[config.mk]
export PLATFORM = sky130hd
export DESIGN_NAME = weight_col_loader
export DESIGN_NICKNAME = d
export VERILOG_FILES = /design/src/rtl/weight_col_loader.sv
export SDC_FILE = /design/constraint.sdc
export NUM_CORES = 1
export LEC_CHECK = 0
export BUFFER_PORTS_ARGS = -buffer_cell sky130_fd_sc_hd__buf_2
export CAP_MARGIN = 20
export CORE_MARGIN = 2
export CORE_UTILIZATION = 47
export CTS_CLUSTER_SIZE = 16
export DETAILED_ROUTE_END_ITERATION = 8
export PLACE_DENSITY = 0.69
export SLEW_MARGIN = 0
export SYNTH_ARGS = -nofsm -noshare
export SYNTH_HDL_FRONTEND = slang
export SYNTH_SLANG_ARGS = --single-unit
[constraint.sdc]
create_clock -name clk -period 7 [get_ports clk]
set_input_delay 0.35 -clock clk [delete_from_list [all_inputs] [get_ports clk]]
set_output_delay 0.35 -clock clk [all_outputs]
set_load 0.005 [all_outputs]
[src/rtl/weight_col_loader.sv]
// rtl/weight_col_loader.sv - weight-load transmitter for one systolic-array column
// Reads one column of weights from SRAM and streams them into the top PE, deepest row first.
module weight_col_loader #(
  parameter int SYSTOLIC_ARRAY_WIDTH = 16,
  parameter int DATA_WIDTH_IN        = 8,
  parameter int ADDR_WIDTH           = 10
) (
  input  logic                                    clk,
  input  logic                                    rst,
  input  logic                                    start,
  output logic                                    start_ready,
  input  logic [ADDR_WIDTH-1:0]                   base_addr,
  output logic                                    mem_rd_en,
  output logic [ADDR_WIDTH-1:0]                   mem_rd_addr,
  input  logic signed [DATA_WIDTH_IN-1:0]         mem_rd_data,
  output logic                                    wl_accept_w,
  output logic signed [DATA_WIDTH_IN-1:0]         wl_weight,
  output logic [$clog2(SYSTOLIC_ARRAY_WIDTH)-1:0] wl_index,
  output logic                                    busy,
  output logic                                    done,
  output logic                                    switch_pending,
  input  logic                                    switch_ack
);

  localparam int IW = $clog2(SYSTOLIC_ARRAY_WIDTH);
  localparam logic [IW-1:0] LAST = IW'(SYSTOLIC_ARRAY_WIDTH - 1);

  typedef enum logic [1:0] {IDLE, READ, DRAIN, DONE} state_t;

  state_t                  state, state_nx;
  logic [IW-1:0]           cnt;
  logic [ADDR_WIDTH-1:0]   base_q;
  logic                    rd_pend;
  logic [IW-1:0]           rd_idx;
  logic                    start_acc;

  assign start_ready = (state == IDLE) && !switch_pending;
  assign start_acc   = start && start_ready;

  always_comb begin
    state_nx = state;
    case (state)
      IDLE:    if (start_acc) state_nx = READ;
      READ:    if (cnt == '0) state_nx = DRAIN;
      DRAIN:   if (cnt == IW'(1)) state_nx = DONE;
      DONE:    state_nx = IDLE;
      default: state_nx = IDLE;
    endcase
  end

  always_ff @(posedge clk or posedge rst) begin
    if (rst) begin
      state          <= IDLE;
      cnt            <= '0;
      base_q         <= '0;
      rd_pend        <= 1'b0;
      rd_idx         <= '0;
      mem_rd_en      <= 1'b0;
      mem_rd_addr    <= '0;
      wl_accept_w    <= 1'b0;
      wl_weight      <= '0;
      wl_index       <= '0;
      busy           <= 1'b0;
      done           <= 1'b0;
      switch_pending <= 1'b0;
    end else begin
      state <= state_nx;

      // cnt equals the row index of the read currently on the SRAM port
      rd_pend     <= mem_rd_en;
      rd_idx      <= mem_rd_en ? cnt : '0;
      wl_accept_w <= rd_pend;
      wl_weight   <= rd_pend ? mem_rd_data : '0;
      wl_index    <= rd_pend ? rd_idx : '0;

      case (state)
        IDLE: begin
          if (start_acc) begin
            base_q      <= base_addr;
            cnt         <= LAST;
            mem_rd_en   <= 1'b1;
            mem_rd_addr <= base_addr + ADDR_WIDTH'(LAST);
          end
        end
        READ: begin
          if (cnt == '0) begin
            mem_rd_en   <= 1'b0;
            mem_rd_addr <= '0;
          end else begin
            cnt         <= cnt - 1'b1;
            mem_rd_addr <= base_q + ADDR_WIDTH'(cnt - 1'b1);
          end
        end
        DRAIN:   cnt <= (cnt == '0) ? IW'(1) : '0;
        default: ;
      endcase

      busy <= (state_nx != IDLE);
      done <= (state == DRAIN) && (state_nx == DONE);

      if ((state == DRAIN) && (state_nx == DONE))
        switch_pending <= 1'b1;
      else if (switch_ack)
        switch_pending <= 1'b0;
    end
  end

endmodule

# Word level (Yosys, flattened, before mapping)
# Cells that the tools add are included.
[classes]
addsub = 4
n_mul = 0
div_mod_pow = 0
order_cmp = 0
eq_ne = 8
n_shift = 0
mux = 19
bitwise = 0
n_reduce_logical = 14
[op_table]
columns = ["cell", "n"]
rows = [
  ["$mux W10", 2],
  ["$pmux W10 S2", 1],
  ["$mux W4", 4],
  ["$pmux W4 S3", 1],
  ["$add A10 B10 Y10", 1],
  ["$add A10 B4 Y10 const B", 1],
  ["$mux W8", 1],
  ["$pmux W2 S4", 1],
  ["$eq A2 B2 Y1 const B", 3],
  ["$mux W2", 3],
  ["$ne A2 B2 Y1 const B", 3],
  ["$reduce_and A3 Y1", 2],
  ["$reduce_bool A2 Y1", 3],
  ["$mux W1", 5],
  ["$sub A4 B1 Y5 const B", 1],
  ["$eq A4 B1 Y1 const B", 1],
  ["$logic_not A4 Y1", 1],
  ["$reduce_and A2 Y1", 2],
  ["$sub A4 B1 Y4 const B", 1],
  ["$logic_and A1 B1 Y1", 3],
  ["$reduce_bool A3 Y1", 1],
  ["$eq A2 B1 Y1 const B", 1],
  ["$logic_not A2 Y1", 1],
  ["$pmux W1 S2", 1],
  ["$logic_not A1 Y1", 1],
]
[word_totals]
regBits = 48
latch_bits = 0
mem_bits_rw = 0
mem_bits_ro = 0
in_bits = 22
output_inout_bits = 28
elab_cells = 58
memories = 0

# Logic depth before layout (Yosys ltp)
[logic_depth]
word_depth = 8
depth_mapped = 10
ltp_nobuf = 9

# Worst setup path after synthesis
# Ideal clock, no wire load.
[synth_path]
path_type = "reg-to-reg"
start = "register cnt[0]"
end = "register mem_rd_addr[7]"
setup_time_ns = 0.142
t_arrival_ns = 2.299
required_time_ns = 6.858
path_slack_ns = 4.559
stages_incl_launch_ff = 10
n_path_buf = 0
synth_period_minus_slack_ns = 2.441
path_cell_list = "dfrtp_1 > inv_1 > ha_1 > nor3b_2 > ha_1 > and3_1 > a221oi_2 > o311ai_1 > a22oi_1 > a31oi_1"
[synth_between]
elab_chain_cells = 4
elab_cells_between_ends = 5
cone_classes = "2 x add/sub; 2 x mux; 1 x reduce/logical"
[synth_lines]
columns = ["element", "line", "text"]
rows = [
  ["start: declaration", "31", "logic [IW-1:0] cnt;"],
  ["start signal: assignment", "90", "cnt <= cnt - 1'b1;"],
  ["start signal: assignment", "94", "DRAIN: cnt <= (cnt == '0) ? IW'(1) : '0;"],
  ["$sub A4 B1 Y5", "91", "mem_rd_addr <= base_q + ADDR_WIDTH'(cnt - 1'b1);"],
  ["$add A10 B10 Y10", "91", ""],
  ["$mux W10 *", "86", "if (cnt == '0) begin"],
  ["$pmux W10 S2 *", "76", "case (state)"],
  ["end signal: assignment", "82", "mem_rd_addr <= base_addr + ADDR_WIDTH'(LAST);"],
  ["end signal: assignment", "91", ""],
  ["end: declaration", "14", "output logic [ADDR_WIDTH-1:0] mem_rd_addr,"],
]
# Every way passes the cells marked *; elsewhere a longest branch is shown, timed or not.
# A chain may end at the register's enable or synchronous reset.

# Worst setup path in the final report
# Ends and elaborated chain as after synthesis.

==> results.md <==
- Worst hold slack: about 0.047 ns
- GRT Total Usage: about a fifth
- Nets: ~360
- Clk_lat worst skew: 0.30 ns
- Total grt overflow: 0
- Final Max Tran Viols: 0
- FF+latch count, synth: 48
- GR peak layer: met2
- Post-CTS sizing: 0
- Async SR Flop Fraction: between 90% and 100%
- Fin crit share: between 30% and 40%
- Internal: 0.000805 W
- CTS root buffer: clkbuf_8
- Ratio of cells with drive above 1 in the final layout: 22.0%
- Port Buffers: a little under 50
- Synth warn: 0
- Rel. slew slack: between 40% and 50%
- Die Area: a little over 6000 µm²
- Worst vdd rail ir drop: 221 µV
- Core ar.: ~5400 µm²
- Leakage power: between 1.5 and 2 nW
- Max clock buf depth: 2
- Hold Fails Final Rpt: 0
- Pin count of the biggest net entering global routing: 49
- Setup ws final: between 4 and 5 ns
- Initial Util: between 40 and 50%
- Ant diodes: 0
- Mapped Avg Cell Area: 9.63 µm²
- Clock Pin Slew Worst Setup and Hold Paths: ~0.090 ns
- Grt met2 use: 30.5%
- HPWL after detailed placement: about 4200 µm
- F_max: ~360 MHz
- Yosys top cell by area: dfrtp_1
- Rows: 27
- Synthesized cell area: between 2000 and 3000 µm²
- Clk_skew: 0.00782 ns
- Crit path kind: reg2reg
- Yosys top cell area share: roughly 46%
- DRC viols: 0
- Antenna violations before repair: 0
- Routing usage on met3: 4.77%
- Drt pass-1 iters: 4
- Area Overhead vs Synth: 16.4%
- Clock share of power: around 15%
- Final setup fails: 0
- CP max stage delay: approximately 0.45 ns
- Largest cells by area after synthesis: dfrtp_1 (46%), ha_1 (8.1%), nand2_1 (6.0%), and2_1 (4.0%), a21oi_1 (3.0%)
- Post-synth top flop: dfrtp_1
- Sw Share: 43.0%
- TritonCTS Buffers: 5
- Postcts setup bufs: 0
- Critical Path RT: between 7 and 8 ns
- TritonCTS clock tree: done
- CP arrival: slightly below 3 ns
- Reg power frac: between 30% and 40%
- Vias in the first global route: just over 2000
- Post-synthesis cell type count: 52
- Max-Cap Viols: 0
- Clock sink total: 48
- Startpoint types: flop
- DR iter-0 viols: between 90 and 100
- Final TNS setup: 0 ns
- Routed len/inst: ~14 µm
- Die height: around 80 µm
- RSZ-0062 raised after global routing: false
- Cts-stage hold buffer count: 0
- Logic pwr share: 52.3%
- Most common cell after layout, fill and taps aside: buf_2
- Post-synth EDFFs: 0
- Hold WC Path Type: in2async
- Tmin final: 2.74 ns
- Die width: roughly 80 µm
- Sequential-to-total area share from yosys stat: between 40% and 50%
- Slew @ Worst Pin: roughly 0.77 ns
- H-tree levels: 2
- GPL Wtd Cong: between 0.8 and 0.9
- Placed Cells: 385
- Total number of vias: 2081
- Outcome: complete, no violations
- Vias/cell: between 5 and 6
- Most common cell on crit path: ha_1
- Worst-path cell chain: inv_1 > ha_1 > nor3b_2 > ha_1 > and3_1 > a221oi_2 > o311ai_1 > a22oi_1 > a31oi_1
- Place WS: between 4 and 5 ns
- Post-DRT Antenna Nets: 0
- Worst setup EP type: flop
- Synth Instances: between 200 and 300
- Power per standard cell area: ~460 nW/µm²
- I/O pin cnt: 50
- First-pass GRT wire length: slightly below 10000 µm
- Crit Path Max Fanout: 6
- Most frequent cells in the layout: buf_2 (49), dfrtp_1 (48), nand2_1 (42)
- Crit path max-delay cell type: dfrtp_1
- Syn_nets: 313
- Layout Cells excl Fill: around 390
- Core Util, Final: around 56%
- P_sw: 0.000607 W
- GR Util met1: approximately 28%
- Final WL: 5660 µm
power by group through the flow:
stage	clock network, W	logic, W	registers [W]
after floorplan	0	0.000556	0.000452
after global placement	0	0.000721	0.000470
after detailed placement	0	0.000734	0.000473
after CTS	0.000212	0.000740	0.000469
after global routing	0.000223	0.000843	0.000485
final	0.000207	0.000738	0.000467
per-layer routing:
metal  part of all wire [%]  routed length [µm]  vias to the layer above
li1                       -                   -                     1036
met1                     51                2860                      974
met2                     42                2400                       62
met3                    6.0                 337                        9
met4                    1.2                  67                        0
met5                      0                   0                        -
synth_stat cells, types with 2 or more instances:
master,instances
o21ai_0,8
a2111oi_0,2
o21ai_1,7
o211ai_1,2
nand4_1,2
nand3b_1,2
ha_1,17
dfrtp_1,48
a211o_1,2
nor2_1,21
buf_2,4
and2_1,17
and3_1,3
a21o_1,5
nand2_1,42
a21oi_1,16
a22oi_1,7
inv_1,15
nor3b_2,2
clkbuf_1,4
nand3_1,3
o21a_1,2
xnor2_1,7
xor2_1,7
worst max-delay path, delay by kind of cell, from the launching register on:
family	cells	cell delay, ns
AO/OA/AOI/OAI	4	0.77
AND/OR/NAND/NOR	2	0.64
adder cells (fa/ha/maj)	2	0.60
flip-flops	1	0.45
buffers and inverters	1	0.12
registers in the layout, indices dropped and copies added (netlist names):
| name | count |
|---|---|
| base_q | 10 |
| mem_rd_addr | 10 |
| wl_weight | 8 |
| cnt | 4 |
| rd_idx | 4 |
| wl_index | 4 |
| state | 2 |
| busy | 1 |
| done | 1 |
| mem_rd_en | 1 |
| rd_pend | 1 |
| switch_pending | 1 |
| wl_accept_w | 1 |
path summary, 6_finish.rpt:
check                           start              to  slack (ns)  cells past startpoint
setup / recovery               cnt[0]  mem_rd_addr[7]        4.26                      9
hold / removal                    rst  mem_rd_addr[8]        0.05                      2
setup reg to reg               cnt[0]  mem_rd_addr[7]        4.26                      9
hold reg to reg             rd_idx[2]     wl_index[2]        0.46                      1
max in group asynchronous         rst          cnt[3]        6.45                      3
min in group clk           switch_ack  switch_pending        0.22                      2
final cells by class:
type / instances / area [µm²]
fill: 501 / 2380
clock buffer: 5 / 68.8
multi-input combinational: 200 / 1330
inverter: 16 / 60.1
timing repair buffer: 50 / 265
clock inverter: 3 / 47.5
sequential: 48 / 1200
tap: 72 / 90.1
cells by family (layout without fill, tap and decap cells):
| logic type | after synthesis | after routing | share of synthesized area (%) |
|---|---|---|---|
| fa+ha+maj | 18 | 18 | 8.85 |
| compound gates | 68 | 68 | 17.8 |
| simple gates | 100 | 100 | 19.2 |
| xor+xnor | 14 | 14 | 4.66 |
| buf+inv | 25 | 74 | 3.81 |
| flops | 48 | 48 | 45.7 |
through the flow:
step,instance area [µm²],power [W]
2_1_floorplan,2630,0.00101
3_3_place_gp,2930,0.00119
3_5_place_dp,2930,0.00121
4_1_cts,3040,0.00142
5_1_grt,3060,0.00155
6_report,3060,0.00141
Power figures use the tool's default switching activity.
